$ cat src/rtl/syn_gpu_pxl_gw_if.sv
// -----------------------------------------------------------------------------
// syn_gpu_pxl_gw_if.sv
// Bus bundles for the GPU pixel gateway.
//
// syn_gpu_pxl_gw_pxl_if  : pixel request/response channel from the anti-aliaser.
//   master (requester) drives pxl_wr_valid, pxl_rd_valid, posx, posy, pxl;
//   slave  (gateway)   drives ready, rd_rsp_valid, rd_rsp_pxl.
//
// syn_gpu_pxl_gw_sram_if : single-word request channel to the SRAM arbiter.
//   master (gateway)   drives sram_req, sram_we, sram_addr, sram_wdata;
//   slave  (arbiter)   drives sram_ack, sram_rd_valid, sram_rdata.
// -----------------------------------------------------------------------------
interface syn_gpu_pxl_gw_pxl_if #(
  parameter int P_X_W   = 10,
  parameter int P_Y_W   = 9,
  parameter int P_PXL_W = 16
);
  logic               pxl_wr_valid;
  logic               pxl_rd_valid;
  logic [P_X_W-1:0]   posx;
  logic [P_Y_W-1:0]   posy;
  logic [P_PXL_W-1:0] pxl;
  logic               ready;
  logic               rd_rsp_valid;
  logic [P_PXL_W-1:0] rd_rsp_pxl;

  modport master (
    output pxl_wr_valid, pxl_rd_valid, posx, posy, pxl,
    input  ready, rd_rsp_valid, rd_rsp_pxl
  );

  modport slave (
    input  pxl_wr_valid, pxl_rd_valid, posx, posy, pxl,
    output ready, rd_rsp_valid, rd_rsp_pxl
  );
endinterface

interface syn_gpu_pxl_gw_sram_if #(
  parameter int P_PXL_W  = 16,
  parameter int P_ADDR_W = 19
);
  logic                sram_req;
  logic                sram_we;
  logic [P_ADDR_W-1:0] sram_addr;
  logic [P_PXL_W-1:0]  sram_wdata;
  logic                sram_ack;
  logic                sram_rd_valid;
  logic [P_PXL_W-1:0]  sram_rdata;

  modport master (
    output sram_req, sram_we, sram_addr, sram_wdata,
    input  sram_ack, sram_rd_valid, sram_rdata
  );

  modport slave (
    input  sram_req, sram_we, sram_addr, sram_wdata,
    output sram_ack, sram_rd_valid, sram_rdata
  );
endinterface

$ cat src/rtl/syn_gpu_pxl_gw.sv
// -----------------------------------------------------------------------------
// syn_gpu_pxl_gw.sv
// Pixel gateway downstream of the GPU anti-aliaser. Converts (posx,posy) pixel
// write/read requests into linear frame-buffer word addresses
// (addr = posy*P_FRM_W + posx, truncated to P_ADDR_W), issues one SRAM request
// at a time and returns read data to the requester.
//
// Ports
//   clk_ir      : clock
//   rst_sync_l  : asynchronous active-low reset
//   pif         : pixel channel (slave side) - valids, coordinates, write data,
//                 combinational ready, 1-cycle read response
//   sif         : SRAM arbiter channel (master side) - req held until ack,
//                 we/addr/wdata stable while req is high
//   drop_cnt    : saturating count of clipped pixels (0 when clipping is off)
//
// Build option
//   SYN_GPU_PXL_GW_CLIP_EN : when defined, requests outside the frame are
//                            dropped (no SRAM access, counted in drop_cnt, a
//                            clipped read answers with pixel 0 next cycle).
// -----------------------------------------------------------------------------
module syn_gpu_pxl_gw #(
  parameter int P_X_W    = 10,
  parameter int P_Y_W    = 9,
  parameter int P_PXL_W  = 16,
  parameter int P_FRM_W  = 640,
  parameter int P_FRM_H  = 480,
  parameter int P_ADDR_W = 19
) (
  input  logic                  clk_ir,
  input  logic                  rst_sync_l,
  syn_gpu_pxl_gw_pxl_if.slave   pif,
  syn_gpu_pxl_gw_sram_if.master sif,
  output logic [15:0]           drop_cnt
);

  typedef enum logic [1:0] {
    IDLE_S    = 2'd0,
    ISSUE_S   = 2'd1,
    RD_WAIT_S = 2'd2
  } state_t;

  state_t              state;
  logic                wr_acc;
  logic                rd_acc;
  logic                acc;
  logic                clip;
  logic [P_ADDR_W-1:0] addr_calc;

  // The whole frame must be addressable, otherwise pixels alias each other.
  if (P_FRM_W * P_FRM_H > (2 ** P_ADDR_W)) begin : g_frame_fit
    $error("syn_gpu_pxl_gw: frame does not fit in P_ADDR_W address bits");
  end

  // A write always wins over a simultaneous read; the read stays pending at
  // the requester until the gateway is idle again.
  assign pif.ready = (state == IDLE_S);
  assign wr_acc    = pif.pxl_wr_valid & pif.ready;
  assign rd_acc    = pif.pxl_rd_valid & ~pif.pxl_wr_valid & pif.ready;
  assign acc       = wr_acc | rd_acc;

  // Computed in the address width so the wrap-around is the natural truncation.
  assign addr_calc = P_ADDR_W'(pif.posy) * P_ADDR_W'(P_FRM_W) + P_ADDR_W'(pif.posx);

`ifdef SYN_GPU_PXL_GW_CLIP_EN
  // One extra bit so a frame dimension equal to 2**width still compares right.
  assign clip = ({1'b0, pif.posx} >= (P_X_W + 1)'(P_FRM_W)) ||
                ({1'b0, pif.posy} >= (P_Y_W + 1)'(P_FRM_H));

  always_ff @(posedge clk_ir or negedge rst_sync_l) begin
    if (!rst_sync_l) begin
      drop_cnt <= 16'd0;
    end else if (acc && clip && (drop_cnt != 16'hFFFF)) begin
      drop_cnt <= drop_cnt + 16'd1;
    end
  end
`else
  assign clip     = 1'b0;
  assign drop_cnt = 16'd0;
`endif

  // NOTE: every register below is assigned with <= so all of them update from
  // the same pre-edge values; a blocking = here would let later statements
  // see half-updated state and the simulated order would leak into hardware.
  always_ff @(posedge clk_ir or negedge rst_sync_l) begin
    if (!rst_sync_l) begin
      state            <= IDLE_S;
      sif.sram_req     <= 1'b0;
      sif.sram_we      <= 1'b0;
      sif.sram_addr    <= '0;
      sif.sram_wdata   <= '0;
      pif.rd_rsp_valid <= 1'b0;
      pif.rd_rsp_pxl   <= '0;
    end else begin
      pif.rd_rsp_valid <= 1'b0;
      unique case (state)
        IDLE_S: begin
          if (acc) begin
            if (clip) begin
              // Dropped request: stay idle, a read still gets an answer.
              if (rd_acc) begin
                pif.rd_rsp_valid <= 1'b1;
                pif.rd_rsp_pxl   <= '0;
              end
            end else begin
              state          <= ISSUE_S;
              sif.sram_req   <= 1'b1;
              sif.sram_we    <= wr_acc;
              sif.sram_addr  <= addr_calc;
              sif.sram_wdata <= pif.pxl;
            end
          end
        end
        ISSUE_S: begin
          // we/addr/wdata are left untouched so they stay stable under req.
          if (sif.sram_ack) begin
            sif.sram_req <= 1'b0;
            state        <= sif.sram_we ? IDLE_S : RD_WAIT_S;
          end
        end
        RD_WAIT_S: begin
          if (sif.sram_rd_valid) begin
            pif.rd_rsp_valid <= 1'b1;
            pif.rd_rsp_pxl   <= sif.sram_rdata;
            state            <= IDLE_S;
          end
        end
        default: state <= IDLE_S;
      endcase
    end
  end

endmodule

$ cat src/flat_wrapper.sv
// flat-port wrapper written by rule: the top's interface ports become plain ports
module syn_gpu_pxl_gw_flat 
#(
  parameter int P_X_W    = 10,
  parameter int P_Y_W    = 9,
  parameter int P_PXL_W  = 16,
  parameter int P_FRM_W  = 640,
  parameter int P_FRM_H  = 480,
  parameter int P_ADDR_W = 19
)
  (clk_ir, rst_sync_l, drop_cnt, pif_pxl_wr_valid, pif_pxl_rd_valid, pif_posx, pif_posy, pif_pxl, pif_ready, pif_rd_rsp_valid, pif_rd_rsp_pxl, sif_sram_req, sif_sram_we, sif_sram_addr, sif_sram_wdata, sif_sram_ack, sif_sram_rd_valid, sif_sram_rdata);
  syn_gpu_pxl_gw_pxl_if #(.P_X_W(P_X_W), .P_Y_W(P_Y_W), .P_PXL_W(P_PXL_W)) pif_i ();
  syn_gpu_pxl_gw_sram_if #(.P_PXL_W(P_PXL_W), .P_ADDR_W(P_ADDR_W)) sif_i ();
  input  logic clk_ir;
  input  logic rst_sync_l;
  output logic [15:0] drop_cnt;
  input wire logic [$bits(pif_i.pxl_wr_valid)-1:0] pif_pxl_wr_valid;
  input wire logic [$bits(pif_i.pxl_rd_valid)-1:0] pif_pxl_rd_valid;
  input wire logic [$bits(pif_i.posx)-1:0] pif_posx;
  input wire logic [$bits(pif_i.posy)-1:0] pif_posy;
  input wire logic [$bits(pif_i.pxl)-1:0] pif_pxl;
  output wire logic [$bits(pif_i.ready)-1:0] pif_ready;
  output wire logic [$bits(pif_i.rd_rsp_valid)-1:0] pif_rd_rsp_valid;
  output wire logic [$bits(pif_i.rd_rsp_pxl)-1:0] pif_rd_rsp_pxl;
  output wire logic [$bits(sif_i.sram_req)-1:0] sif_sram_req;
  output wire logic [$bits(sif_i.sram_we)-1:0] sif_sram_we;
  output wire logic [$bits(sif_i.sram_addr)-1:0] sif_sram_addr;
  output wire logic [$bits(sif_i.sram_wdata)-1:0] sif_sram_wdata;
  input wire logic [$bits(sif_i.sram_ack)-1:0] sif_sram_ack;
  input wire logic [$bits(sif_i.sram_rd_valid)-1:0] sif_sram_rd_valid;
  input wire logic [$bits(sif_i.sram_rdata)-1:0] sif_sram_rdata;
  assign pif_i.pxl_wr_valid = pif_pxl_wr_valid;
  assign pif_i.pxl_rd_valid = pif_pxl_rd_valid;
  assign pif_i.posx = pif_posx;
  assign pif_i.posy = pif_posy;
  assign pif_i.pxl = pif_pxl;
  assign pif_ready = pif_i.ready;
  assign pif_rd_rsp_valid = pif_i.rd_rsp_valid;
  assign pif_rd_rsp_pxl = pif_i.rd_rsp_pxl;
  assign sif_sram_req = sif_i.sram_req;
  assign sif_sram_we = sif_i.sram_we;
  assign sif_sram_addr = sif_i.sram_addr;
  assign sif_sram_wdata = sif_i.sram_wdata;
  assign sif_i.sram_ack = sif_sram_ack;
  assign sif_i.sram_rd_valid = sif_sram_rd_valid;
  assign sif_i.sram_rdata = sif_sram_rdata;
  syn_gpu_pxl_gw #(.P_X_W(P_X_W), .P_Y_W(P_Y_W), .P_PXL_W(P_PXL_W), .P_FRM_W(P_FRM_W), .P_FRM_H(P_FRM_H), .P_ADDR_W(P_ADDR_W)) u_core (.clk_ir(clk_ir), .rst_sync_l(rst_sync_l), .pif(pif_i), .sif(sif_i), .drop_cnt(drop_cnt));
endmodule
$ cat config.mk
export PLATFORM = sky130hd
export DESIGN_NAME = syn_gpu_pxl_gw_flat
export DESIGN_NICKNAME = d
export VERILOG_FILES = /design/src/rtl/syn_gpu_pxl_gw_if.sv /design/src/rtl/syn_gpu_pxl_gw.sv /design/src/flat_wrapper.sv
export SDC_FILE = /design/constraint.sdc
export NUM_CORES = 1
export LEC_CHECK = 0
export BUFFER_PORTS_ARGS = -buffer_cell sky130_fd_sc_hd__clkbuf_2
export CAP_MARGIN = 20
export CORE_MARGIN = 5
export CORE_UTILIZATION = 40
export CTS_BUF_LIST = sky130_fd_sc_hd__clkbuf_4
export CTS_CLUSTER_DIAMETER = 150
export DETAILED_ROUTE_END_ITERATION = 16
export GPL_ROUTABILITY_DRIVEN = 0
export GPL_TIMING_DRIVEN = 1
export HOLD_SLACK_MARGIN = 0.06
export PLACE_DENSITY = 0.72
export SYNTH_ARGS = -nofsm -noshare
export SYNTH_HDL_FRONTEND = slang
export SYNTH_SLANG_ARGS = --single-unit
$ cat constraint.sdc
create_clock -name clk_ir -period 1.35 [get_ports clk_ir]
set_input_delay 0.2025 -clock clk_ir [delete_from_list [all_inputs] [get_ports clk_ir]]
set_output_delay 0.2025 -clock clk_ir [all_outputs]
set_load 0.05 [all_outputs]
# [After elaboration in Yosys (flattened, before gate mapping)]
# Cells that the tools add are included.
[word_totals] out_inout_bits=71 word_cells=35 in_bits=57 register_bits=56
[op_classes] multipliers=1 n_eq_ne=5 bitwise=5 mux=10 n_reduce_logical=6 addsub=1
[op_table] operator="$add A19 B10 Y19" count=1
[op_table] operator="$mul A9 B3 Y12 const B" count=1
[op_table] operator="$mux W2" count=4
[op_table] operator="$ne A2 B2 Y1 const B" count=3
[op_table] operator="$pmux W2 S3" count=1
[op_table] operator="$reduce_and A3 Y1" count=2
[op_table] operator="$mux W1" count=4
[op_table] operator="$reduce_and A2 Y1" count=2
[op_table] operator="$and A1 B1 Y1" count=3
[op_table] operator="$eq A2 B1 Y1 const B" count=1
[op_table] operator="$eq A2 B2 Y1 const B" count=1
[op_table] operator="$logic_not A2 Y1" count=1
[op_table] operator="$pmux W1 S2" count=1
[op_table] operator="$reduce_bool A2 Y1" count=1
[op_table] operator="$not A1 Y1" count=1
[op_table] operator="$or A1 B1 Y1" count=1

# [Depth between registers and ports, before layout]
# Gate-level depths: netlist of the first run.
[logic_depth] depth_word=6 ltp_mapped=9 mapped_depth_nobuf=9

# [Least setup slack after synthesis of the first run]
# OpenSTA, ideal clock, no wires.
[synth_path] path_type="input -> register" startpoint="input port pif_posy[1]" endpoint="register u_core.sif.sram_addr[18]" setup_ns=0.082 path_buffers=0 t_arrival_ns=2.425 t_required_ns=1.268 slack_ns=-1.157 cell_stages=8 path_cell_list="ha_1 > ha_1 > fa_1 > a211o_2 > a311oi_1 > o211ai_1 > or3_1 > a31oi_1"
[synth_via] elab_chain_cells=2
[synth_rtl] item="start: declaration" line_no="flat_wrapper.sv:20" source="input wire logic [$bits(pif_i.posy)-1:0] pif_posy;"
[synth_rtl] item="$mul A9 B3 Y12" line_no="syn_gpu_pxl_gw.sv:63" source="assign addr_calc = P_ADDR_W'(pif.posy) * P_ADDR_W'(P_FRM_W) + P_ADDR_W'(pif.posx);"
[synth_rtl] item="$add A19 B10 Y19" line_no="syn_gpu_pxl_gw.sv:63"
[synth_rtl] item="end signal: assignment" line_no="syn_gpu_pxl_gw.sv:109" source="sif.sram_addr <= addr_calc;"
[synth_rtl] item="end: declaration" line_no="syn_gpu_pxl_gw_if.sv:51" source="output sram_req, sram_we, sram_addr, sram_wdata,"
# No other way between the ends.
# A chain may end at the register's enable or synchronous reset.

# [Worst setup path after layout of the first run]
[layout_path] startpoint="input port pif_posy[1]" endpoint="register u_core.sif.sram_addr[17]"
# Same word-level chain as after synthesis.

==> impl_metrics.json, run 1 <==
{
  "initial_core_util_pct": 41.7,
  "grt_pass1_wl_um": 12900,
  "finalCriticalPeriod_ns": 2.00,
  "coreArea_mm2": 0.00687,
  "critPathSlowestCell": "fa_2",
  "clkSlewWorstSetupHoldPaths_ns": 0.16,
  "setup_tns_ns": -3.67,
  "dr.pass1.iters": 4,
  "critical_path.max_stage_delay_ns": 0.38,
  "cap_violations": 0,
  "synth_cell_types": 44,
  "synth_top_family_by_area": "simple AND/OR/NAND/NOR gates",
  "synth_cells": 319,
  "synth_most_common_cell": "nand2_1",
  "gr-usage-met1_pct": 19.9,
  "synth_area_mm2": 0.00286,
  "cp-start-kind": "input pin",
  "cts_sinks": 56,
  "critPathMostFrequentCell": "ha_4",
  "grt_pass1_vias": 2840,
  "yosys.area_share.simple_pct": 24.5,
  "clockRootBuffer": "clkbuf_4",
  "final_nets": 592,
  "p_leak_nw": 2.43,
  "powerDensity_mw_per_mm2": 2220,
  "synthAdderAreaFrac_pct": 8.82,
  "hold_viol_final": 0,
  "synth_compound_area_share_pct": 8.13,
  "rsz0062_at_grt": "true",
  "max_freq_mhz": 500,
  "synth-edff-count": 0,
  "post-place-ws_ns": -1.14,
  "status": "finished, violations left",
  "grt_max_degree": 57,
  "setup_viol": 7,
  "drive_gt1_share_pct": 40.0,
  "fin_skew_ns": 0.0145,
  "n_antenna_cell": 0,
  "syn_avg_cell_area_um2": 8.98,
  "worstHoldPathType": "in -> reg",
  "syn_to_final_growth_pct": 62.1,
  "groute.usage.overall_pct": 18.0,
  "vias_per_cell": 4.65,
  "ys_warn_count": 0,
  "maxSlewViolCount": 0,
  "postRouteAntennaNets": 0,
  "worstPathMaxFanout": 3,
  "die_h_um": 94.6,
  "htree_num_levels": 2,
  "fin_crit_sh_pct": 148,
  "num_vias": 2852,
  "drtIter0Drc": 93,
  "fillers": 525,
  "crit_required_ns": 1.62,
  "synthTopCellsByCount": "136 x nand2_1, 56 x dfrtp_1, 17 x ha_1, 17 x o21ai_0, 16 x buf_4",
  "cts_made_buffers": 5,
  "drcViolationCount": 0,
  "grt-ovfl-total": 0,
  "antenna_found_initial": 0,
  "ioPinCount": 128,
  "totalPowerFinal_mw": 10.3,
  "ir_worst_vdd_v": 0.000810,
  "ys.flop_type": "dfrtp_1",
  "port_buffers": 111,
  "muxShareOfSynthArea_pct": 0,
  "crit_chain": "buf_8 > ha_4 > ha_4 > fa_2 > a211o_4 > a311oi_2 > o211ai_1 > nand4b_1 > xnor2_1 > o21ai_1",
  "avgRoutedWirePerCell_um": 13.7,
  "cts_tree": "yes",
  "wirelength_um": 8410,
  "seq_area_frac_synth_pct": 48.9,
  "dpl.hpwl_um": 5740,
  "yosys.area.top_type_share_pct": 48.9,
  "ys_ff_latch": 56,
  "dieArea_mm2": 0.00895,
  "arrival_ns": 2.27,
  "cts.path.max_buffers": 2,
  "grt_use_met3_pct": 4.30,
  "clk-insertion-delay-late_ns": 0.37,
  "busiest_layer": "met2",
  "worst_slack_ns": -0.650,
  "met2_usage_pct": 34.1,
  "synthTopCellsByArea": "dfrtp_1 49%, nand2_1 18%, ha_1 7.4%",
  "die_x_um": 94.6,
  "std_cell_rows": 30,
  "async_reset_ff_share_pct": 100,
  "synth_top_cell_by_area": "dfrtp_1",
  "violations": "setup timing",
  "synth_xor_area_share_pct": 3.36,
  "crit_path_end_kind": "flop",
  "critPathKind": "in -> reg"
}
-- where the power goes --
group	internal [mW]	switching (mW)	total [mW]
Combinational	1.87	4.77	6.64
Sequential	2.49	0.479	2.97
Clock	0.197	0.509	0.707
-- repair_timing --
item	CTS	global route
pin swaps	12	11
endpoints found under the setup margin	9	35
endpoints found under the hold margin	97	0
buffers inserted	3	5
hold buffers	41	0
gates resized for setup	19	41
-- cell type report --
class                   instances  area (µm²)  share of cell area (%)
clock buffers                   5        37.5                   0.808
clock inverters                 3        18.8                   0.404
inverters                       6        22.5                   0.485
multi-input cells             247        1610                    34.6
flip-flops and latches         56        1400                    30.2
well taps                      96         120                    2.59
repair buffers                200        1440                    30.9
-- sequential cells by signal, indices dropped and copies added, names as in the netlist --
signal / count
u_core.sif.sram_addr: 19
u_core.pif.rd_rsp_valid: 1
u_core.sif.sram_req: 1
u_core.pif.rd_rsp_pxl: 16
u_core.sif.sram_wdata: 16
u_core.state: 2
u_core.sif.sram_we: 1
-- kinds of logic (layout without fill, tap and decap cells) --
group | count (synthesis) | in the layout
simple gates | 166 | 166
flops | 56 | 56
compound gates | 35 | 35
buf+inv | 31 | 214
fa+ha+maj | 19 | 19
xor+xnor | 11 | 11
other cells | 1 | 16
-- critical path, delay by kind of cell --
| family | cells | cell delay [ns] |
|---|---|---|
| AO/OA/AOI/OAI | 4 | 0.81 |
| adder cells (fa/ha/maj) | 3 | 0.78 |
| AND/OR/NAND/NOR | 1 | 0.22 |
| XOR/XNOR | 1 | 0.17 |
| buffers and inverters | 1 | 0.10 |
-- per-stage QoR --
stage	hold WS, ns	area (µm²)	std cells	util (%)
2_1_floorplan	-0.0931	3030	334	-
3_3_place_gp	0.229	3840	556	56.0
3_5_place_dp	0.230	3840	556	56.0
4_1_cts	0.0709	4440	608	64.6
5_1_grt	0.0851	4640	613	67.6
6_report	0.0914	4640	613	67.6
-- layer usage --
metal | share of wire [%] | vias up
li1 | - | 1396
met1 | 40 | 1347
met2 | 52 | 102
met3 | 7.6 | 7
met4 | 0.83 | 0
met5 | 0 | -
-- cell usage in the layout, fill, tap and decap left out, types with 8 or more instances in the layout --
master and count:
conb_1 16, dfrtp_1 55, nand2_1 134, ha_4 9, o21ai_1 9, ha_1 8, buf_6 10, dlygate4sd3_1 41
buf_4 37, clkbuf_2 105
-- final timing paths --
kind                                                       from                              endpoint  slack (ns)  cells after the start
max reg2reg                         u_core.state[1]$_DFFE_PN0P_  u_core.pif.rd_rsp_pxl[8]$_DFFE_PN0P_        0.05                      7
max in group asynchronous                            rst_sync_l           u_core.state[1]$_DFFE_PN0P_        0.74                      3
min                                           sif_sram_rd_valid           u_core.state[1]$_DFFE_PN0P_        0.09                      4
min in group asynchronous                            rst_sync_l  u_core.pif.rd_rsp_pxl[8]$_DFFE_PN0P_        0.37                      3
min reg2reg                u_core.sif.sram_wdata[4]$_DFFE_PN0P_  u_core.sif.sram_wdata[4]$_DFFE_PN0P_        0.50                      2
max                                                 pif_posy[1]  u_core.sif.sram_addr[17]$_DFFE_PN0P_       -0.65                     10
No activity file was read; power rests on OpenSTA's default activity.
==> run 2: changes to the inputs <==
--- a/config.mk
+++ b/config.mk
@@ -5,17 +5,16 @@
 export SDC_FILE = /design/constraint.sdc
 export NUM_CORES = 1
 export LEC_CHECK = 0
-export BUFFER_PORTS_ARGS = -buffer_cell sky130_fd_sc_hd__clkbuf_2
 export CAP_MARGIN = 20
 export CORE_MARGIN = 5
 export CORE_UTILIZATION = 40
 export CTS_BUF_LIST = sky130_fd_sc_hd__clkbuf_4
 export CTS_CLUSTER_DIAMETER = 150
 export DETAILED_ROUTE_END_ITERATION = 16
+export DONT_BUFFER_PORTS = 1
 export GPL_ROUTABILITY_DRIVEN = 0
 export GPL_TIMING_DRIVEN = 1
 export HOLD_SLACK_MARGIN = 0.06
-export PLACE_DENSITY = 0.72
 export SYNTH_ARGS = -nofsm -noshare
 export SYNTH_HDL_FRONTEND = slang
 export SYNTH_SLANG_ARGS = --single-unit
==> run 2 against run 1 <==
  * The flow finishes with violations (hold timing, setup timing)
  * Largest cell class unchanged
  * Clock skew down 0.00082 ns
  * Critical endpoint is now u_core.sif.sram_addr[18]$_DFFE_PN0P_
  * Global-route usage is 2.1 points lower
  * First-iteration DRC count is 38% lower
  * Non-clock buffer count shrank 107
  * Clock power grew 3.0%
  * Register-to-register slack about the same
  * Power is 9.7% lower
  * Via count shrank 17%
  * Clock-buffer cell count unchanged
  * Critical path depth is 1 lower
  * Final cell count fell by 17%
==> impl_metrics.json, run 2 (same netlist as run 1, synthesis figures left out) <==
{
  "worst_slack_ns": -0.541,
  "multi_input_area_mm2": 0.00148,
  "switchingPower_mw": 5.42,
  "avgRoutedWirePerCell_um": 14.6,
  "crit_chain": "ha_4 > ha_4 > fa_2 > a211oi_1 > nor2_1 > nor2_1 > nand3_2 > or3_1 > a31oi_1",
  "postRouteAntennaNets": 0,
  "fin_skew_ns": 0.0137,
  "htree_num_levels": 2,
  "rsz0062_at_grt": "true",
  "post-route-util_pct": 57.2,
  "cts.path.max_buffers": 2,
  "worst_slew_pin_slew_ns": 0.523,
  "cts_made_buffers": 5,
  "slew_headroom_pct": 65.2,
  "worstPathMaxFanout": 3,
  "p_comb_share_pct": 31.5,
  "violations": "hold timing, setup timing",
  "path_buf_inv": 0,
  "final_common_cell": "nand2_1",
  "dr.pass1.iters": 4,
  "clockRootBuffer": "clkbuf_4",
  "reg_top3": "u_core.sif.sram_addr: 19 flops, u_core.pif.rd_rsp_pxl: 16 flops, u_core.sif.sram_wdata: 16 flops",
  "ioPinCount": 128,
  "maxSlewViolCount": 0,
  "grt_max_degree": 57,
  "final_nets": 485,
  "totalPowerFinal_mw": 9.31,
  "drive_gt1_share_pct": 19.5,
  "crit_family": "simple AND/OR/NAND/NOR gates",
  "seqPwrFrac_pct": 60.7,
  "power.share.clock_pct": 7.8,
  "coreArea_mm2": 0.00687,
  "die_h_um": 94.6,
  "p_leak_nw": 1.93,
  "groute.usage.overall_pct": 15.9,
  "num_vias": 2373,
  "hold_viol_final": 56,
  "vias_per_cell": 4.68,
  "grt_pass1_vias": 2349,
  "fillers": 596,
  "status": "finished, violations left",
  "critical_path.max_stage_delay_ns": 0.37,
  "clkSlewWorstSetupHoldPaths_ns": 0.16,
  "die_x_um": 94.6,
  "cts_tree": "yes",
  "cap_violations": 0,
  "clk-insertion-delay-late_ns": 0.37,
  "critPathSlowestCell": "fa_2",
  "finalCriticalPeriod_ns": 1.89,
  "regMostFlops": "u_core.sif.sram_addr",
  "hold_ws_ns": -0.503,
  "worstHoldPathType": "in -> async",
  "setup_viol": 7,
  "grt_pass1_wl_um": 11400,
  "setup_tns_ns": -2.55,
  "port_buffers": 0,
  "critPathKind": "in -> reg",
  "initial_core_util_pct": 41.7,
  "crit_path_end_kind": "flop",
  "powerDensity_mw_per_mm2": 2370,
  "cts_sinks": 56,
  "grt-ovfl-total": 0,
  "syn_to_final_growth_pct": 37.3,
  "drtIter0Drc": 58,
  "antenna_found_initial": 0,
  "arrival_ns": 2.19,
  "netSwitchingFraction_pct": 58.2,
  "std_cell_rows": 30,
  "seqCellArea_mm2": 0.00141,
  "dieArea_mm2": 0.00895,
  "cp-start-kind": "input pin",
  "fin_crit_sh_pct": 140,
  "largest_register_ffs": 19,
  "final_cell_mix": "135 x nand2_1, 53 x dfrtp_1, 47 x dlygate4sd3_1, 43 x buf_4, 16 x conb_1",
  "ir_worst_vdd_v": 0.000882,
  "drcViolationCount": 0,
  "wirelength_um": 7400,
  "dpl.hpwl_um": 4990,
  "max_freq_mhz": 529,
  "crit_required_ns": 1.65,
  "p_int_mw": 3.89
}
-- run 2: changes by cell type in the layout (fill, tap and decap cells not counted), sizes merged --
cell | previous run | this run
clkinvlp | 2 | 1
clkbuf | 110 | 5
clkinv | 1 | 2
diode | 0 | 1
dlygate4sd3 | 41 | 47
buf | 54 | 46
-- run 2: metal layers --
metal  share of wire, %  track usage (%)
met1                 38             18.2
met2                 50             28.0
met3                 10             5.26
met4                1.5             5.05
met5                  0                0
-- run 2: area by class of cell --
| class | count | share of cell area (%) |
|---|---|---|
| repair buffers | 93 | 21.6 |
| well taps | 96 | 3.05 |
| clock buffers | 5 | 0.955 |
| flip-flops and latches | 56 | 35.7 |
| diodes | 1 | 0.0636 |
| clock inverters | 3 | 0.541 |
| multi-input cells | 247 | 37.5 |
| inverters | 6 | 0.573 |
-- run 2: through the flow --
step                std cells  worst slack (ns)  instance area (µm²)  hold WS [ns]
floorplan                 334            -0.941                 3030       -0.0931
global placement          442             -1.01                 3240       -0.0917
detailed placement        442             -1.03                 3240       -0.0917
CTS                       501            -0.520                 3870        -0.531
global route              506            -0.625                 3930        -0.546
finish                    507            -0.541                 3930        -0.503
-- run 2: worst paths after layout --
check	startpoint	endpoint	slack, ns	cells past startpoint
max	pif_posy[1]	u_core.sif.sram_addr[18]$_DFFE_PN0P_	-0.54	9
min	rst_sync_l	u_core.pif.rd_rsp_pxl[2]$_DFFE_PN0P_	-0.50	0
max reg2reg	u_core.state[1]$_DFFE_PN0P_	u_core.sif.sram_addr[18]$_DFFE_PN0P_	0.06	5
min reg2reg	u_core.sif.sram_addr[18]$_DFFE_PN0P_	u_core.sif.sram_addr[18]$_DFFE_PN0P_	0.57	2
max in group asynchronous	rst_sync_l	u_core.sif.sram_wdata[13]$_DFFE_PN0P_	1.74	0
min in group clk_ir	pif_posy[8]	u_core.sif.sram_addr[17]$_DFFE_PN0P_	0.12	3
-- run 2: power by group through the flow --
stage                     logic [mW]  clock network (mW)  registers (mW)
after floorplan                 1.84                   0            5.72
after global placement          2.49                   0            5.70
after detailed placement        2.55                   0            5.72
after CTS                       2.84               0.771            5.66
after global routing            3.27               0.835            5.77
final                           2.93               0.728            5.65
-- run 2: worst reg2reg max path: cells and delay by family (launching register included) --
| kind | cells | cell delay [ns] |
|---|---|---|
| simple gates | 2 | 0.22 |
| compound gates | 2 | 0.35 |
| buf+inv | 1 | 0.18 |
| flops | 1 | 0.46 |
-- run 2: timing repair --
action	4_1_cts	5_1_grt
hold endpoints to repair	101	59
pin swaps	10	1
setup endpoints to repair	8	9
gates resized for setup	16	2
hold buffers	45	2
setup buffers	6	2
==> run 3: changes to the inputs <==
--- a/config.mk
+++ b/config.mk
@@ -6,7 +6,6 @@
 export NUM_CORES = 1
 export LEC_CHECK = 0
 export CAP_MARGIN = 20
-export CORE_MARGIN = 5
 export CORE_UTILIZATION = 40
 export CTS_BUF_LIST = sky130_fd_sc_hd__clkbuf_4
 export CTS_CLUSTER_DIAMETER = 150
@@ -15,6 +14,7 @@
 export GPL_ROUTABILITY_DRIVEN = 0
 export GPL_TIMING_DRIVEN = 1
 export HOLD_SLACK_MARGIN = 0.06
+export SKIP_CTS_REPAIR_TIMING = 1
 export SYNTH_ARGS = -nofsm -noshare
 export SYNTH_HDL_FRONTEND = slang
 export SYNTH_SLANG_ARGS = --single-unit
==> run 3 against run 2 <==
  * Sequential cell count did not move
  * Fmax fell by 2.4%
  * Critical path depth fell by 1
  * Power fell by 0.51%
  * First-iteration DRC count rose by 19%
  * Final cell count fell by 1.8%
  * Clock-buffer cell count did not move
  * The run still ends with hold timing, setup timing left
  * Hold slack got worse by 0.0029 ns
  * Largest power group unchanged
  * Highest routed layer unchanged
==> impl_metrics.json, run 3 (same netlist as run 1, synthesis figures left out) <==
{
  "fin_crit_sh_pct": 144,
  "clk-insertion-delay-late_ns": 0.37,
  "drcViolationCount": 0,
  "slew_headroom_pct": 65.1,
  "die_x_um": 86.6,
  "grt-ovfl-total": 0,
  "n_antenna_cell": 0,
  "hold_viol_final": 56,
  "worst_slack_ns": -0.588,
  "post-route-util_pct": 56.3,
  "grt_max_degree": 57,
  "cap_violations": 0,
  "grt_pass1_wl_um": 9380,
  "wirelength_um": 6850,
  "cts_tree": "yes",
  "finalCriticalPeriod_ns": 1.94,
  "ir_worst_vdd_v": 0.000846,
  "final_nets": 477,
  "groute.usage.overall_pct": 16.1,
  "clockRootBuffer": "clkbuf_4",
  "crit_path_end_kind": "flop",
  "dpl_cell_area_mm2": 0.00323,
  "cts_sinks": 56,
  "ioPinCount": 128,
  "drive_gt1_share_pct": 19.2,
  "syn_to_final_growth_pct": 35.0,
  "violations": "hold timing, setup timing",
  "arrival_ns": 2.23,
  "grt_pass1_vias": 2047,
  "p_leak_nw": 1.89,
  "final_common_cell": "nand2_1",
  "max_freq_mhz": 516,
  "fin_skew_ns": 0.0173,
  "die_h_um": 86.6,
  "worst_slew_pin_slew_ns": 0.523,
  "coreArea_mm2": 0.00687,
  "std_cell_rows": 30,
  "clkSlewWorstSetupHoldPaths_ns": 0.16,
  "powerDensity_mw_per_mm2": 2400,
  "regMostFlops": "u_core.sif.sram_addr",
  "place_inst": 439,
  "status": "finished, violations left",
  "reg_top3": "u_core.sif.sram_addr: 19 flops, u_core.pif.rd_rsp_pxl: 16 flops, u_core.sif.sram_wdata: 16 flops",
  "num_vias": 2340,
  "cts_made_buffers": 5,
  "hold_ws_ns": -0.506,
  "port_buffers": 0,
  "vias_per_cell": 4.70,
  "critPathKind": "in -> reg",
  "final_cell_area_mm2": 0.00387,
  "worstHoldPathType": "in -> async",
  "htree_num_levels": 2,
  "drtIter0Drc": 69,
  "cp-start-kind": "input pin",
  "dr.pass1.iters": 4,
  "avgRoutedWirePerCell_um": 13.8,
  "final_cell_mix": "134 x nand2_1, 54 x dfrtp_1, 45 x dlygate4sd3_1, 37 x buf_4, 16 x conb_1",
  "dieArea_mm2": 0.00750,
  "crit_required_ns": 1.64,
  "dpl.hpwl_um": 4570,
  "maxSlewViolCount": 0,
  "rsz0062_at_grt": "true",
  "worstPathMaxFanout": 3,
  "cts.path.max_buffers": 2,
  "largest_register_ffs": 19,
  "postRouteAntennaNets": 0,
  "initial_core_util_pct": 41.7,
  "setup_viol": 6,
  "final_cells": 498,
  "antenna_found_initial": 0
}
## run 3: worst paths after layout
kind	start	end	slack, ns	cells past startpoint
max	pif_posy[1]	u_core.sif.sram_addr[18]$_DFFE_PN0P_	-0.59	8
min	rst_sync_l	u_core.pif.rd_rsp_pxl[10]$_DFFE_PN0P_	-0.51	0
max reg2reg	u_core.state[1]$_DFFE_PN0P_	u_core.sif.sram_addr[18]$_DFFE_PN0P_	0.01	6
min reg2reg	u_core.sif.sram_addr[5]$_DFFE_PN0P_	u_core.sif.sram_addr[5]$_DFFE_PN0P_	0.50	2
max in group asynchronous	rst_sync_l	u_core.sif.sram_wdata[15]$_DFFE_PN0P_	1.72	0
min in group clk_ir	pif_pxl_rd_valid	u_core.sif.sram_req$_DFFE_PN0P_	0.12	3
## run 3: metal layers
| metal | GRT usage [%] | vias up | routed length (µm) |
|---|---|---|---|
| met5 | 0 | - | 0 |
| met3 | 5.24 | 2 | 481 |
| met2 | 28.1 | 81 | 3460 |
| met4 | 5.76 | 0 | 40 |
| met1 | 18.3 | 1090 | 2860 |
| li1 | - | 1167 | - |
## run 3: critical path, stage by stage
cell      delay [ns]
ha_4            0.22
ha_4            0.16
fa_2            0.37
a211o_2         0.33
a311oi_2        0.25
o211ai_1        0.18
or3_1           0.36
a31oi_1         0.16
## run 3: per-stage QoR
step / setup WS (ns) / TNS (ns) / power [mW]
4_1_cts: -0.635 / -3.06 / 9.04
6_report: -0.588 / -2.53 / 9.27
2_1_floorplan: -0.941 / -5.75 / 7.56
3_5_place_dp: -1.04 / -6.20 / 8.30
3_3_place_gp: -1.00 / -5.80 / 8.21
5_1_grt: -0.652 / -3.03 / 9.80
## run 3: final cells by class
cell class	count	area, µm²
Clock buffer	5	37.5
Clock inverter	3	21.3
Fill cell	605	3000
Inverter	6	22.5
Multi-Input combinational cell	247	1480
Sequential cell	56	1400
Tap cell	96	120
Timing Repair Buffer	85	783
## run 3: report_power, final
group          internal, mW  switching [mW]
combinational          1.22            1.69
clock                 0.208           0.513
sequential             2.45            3.19
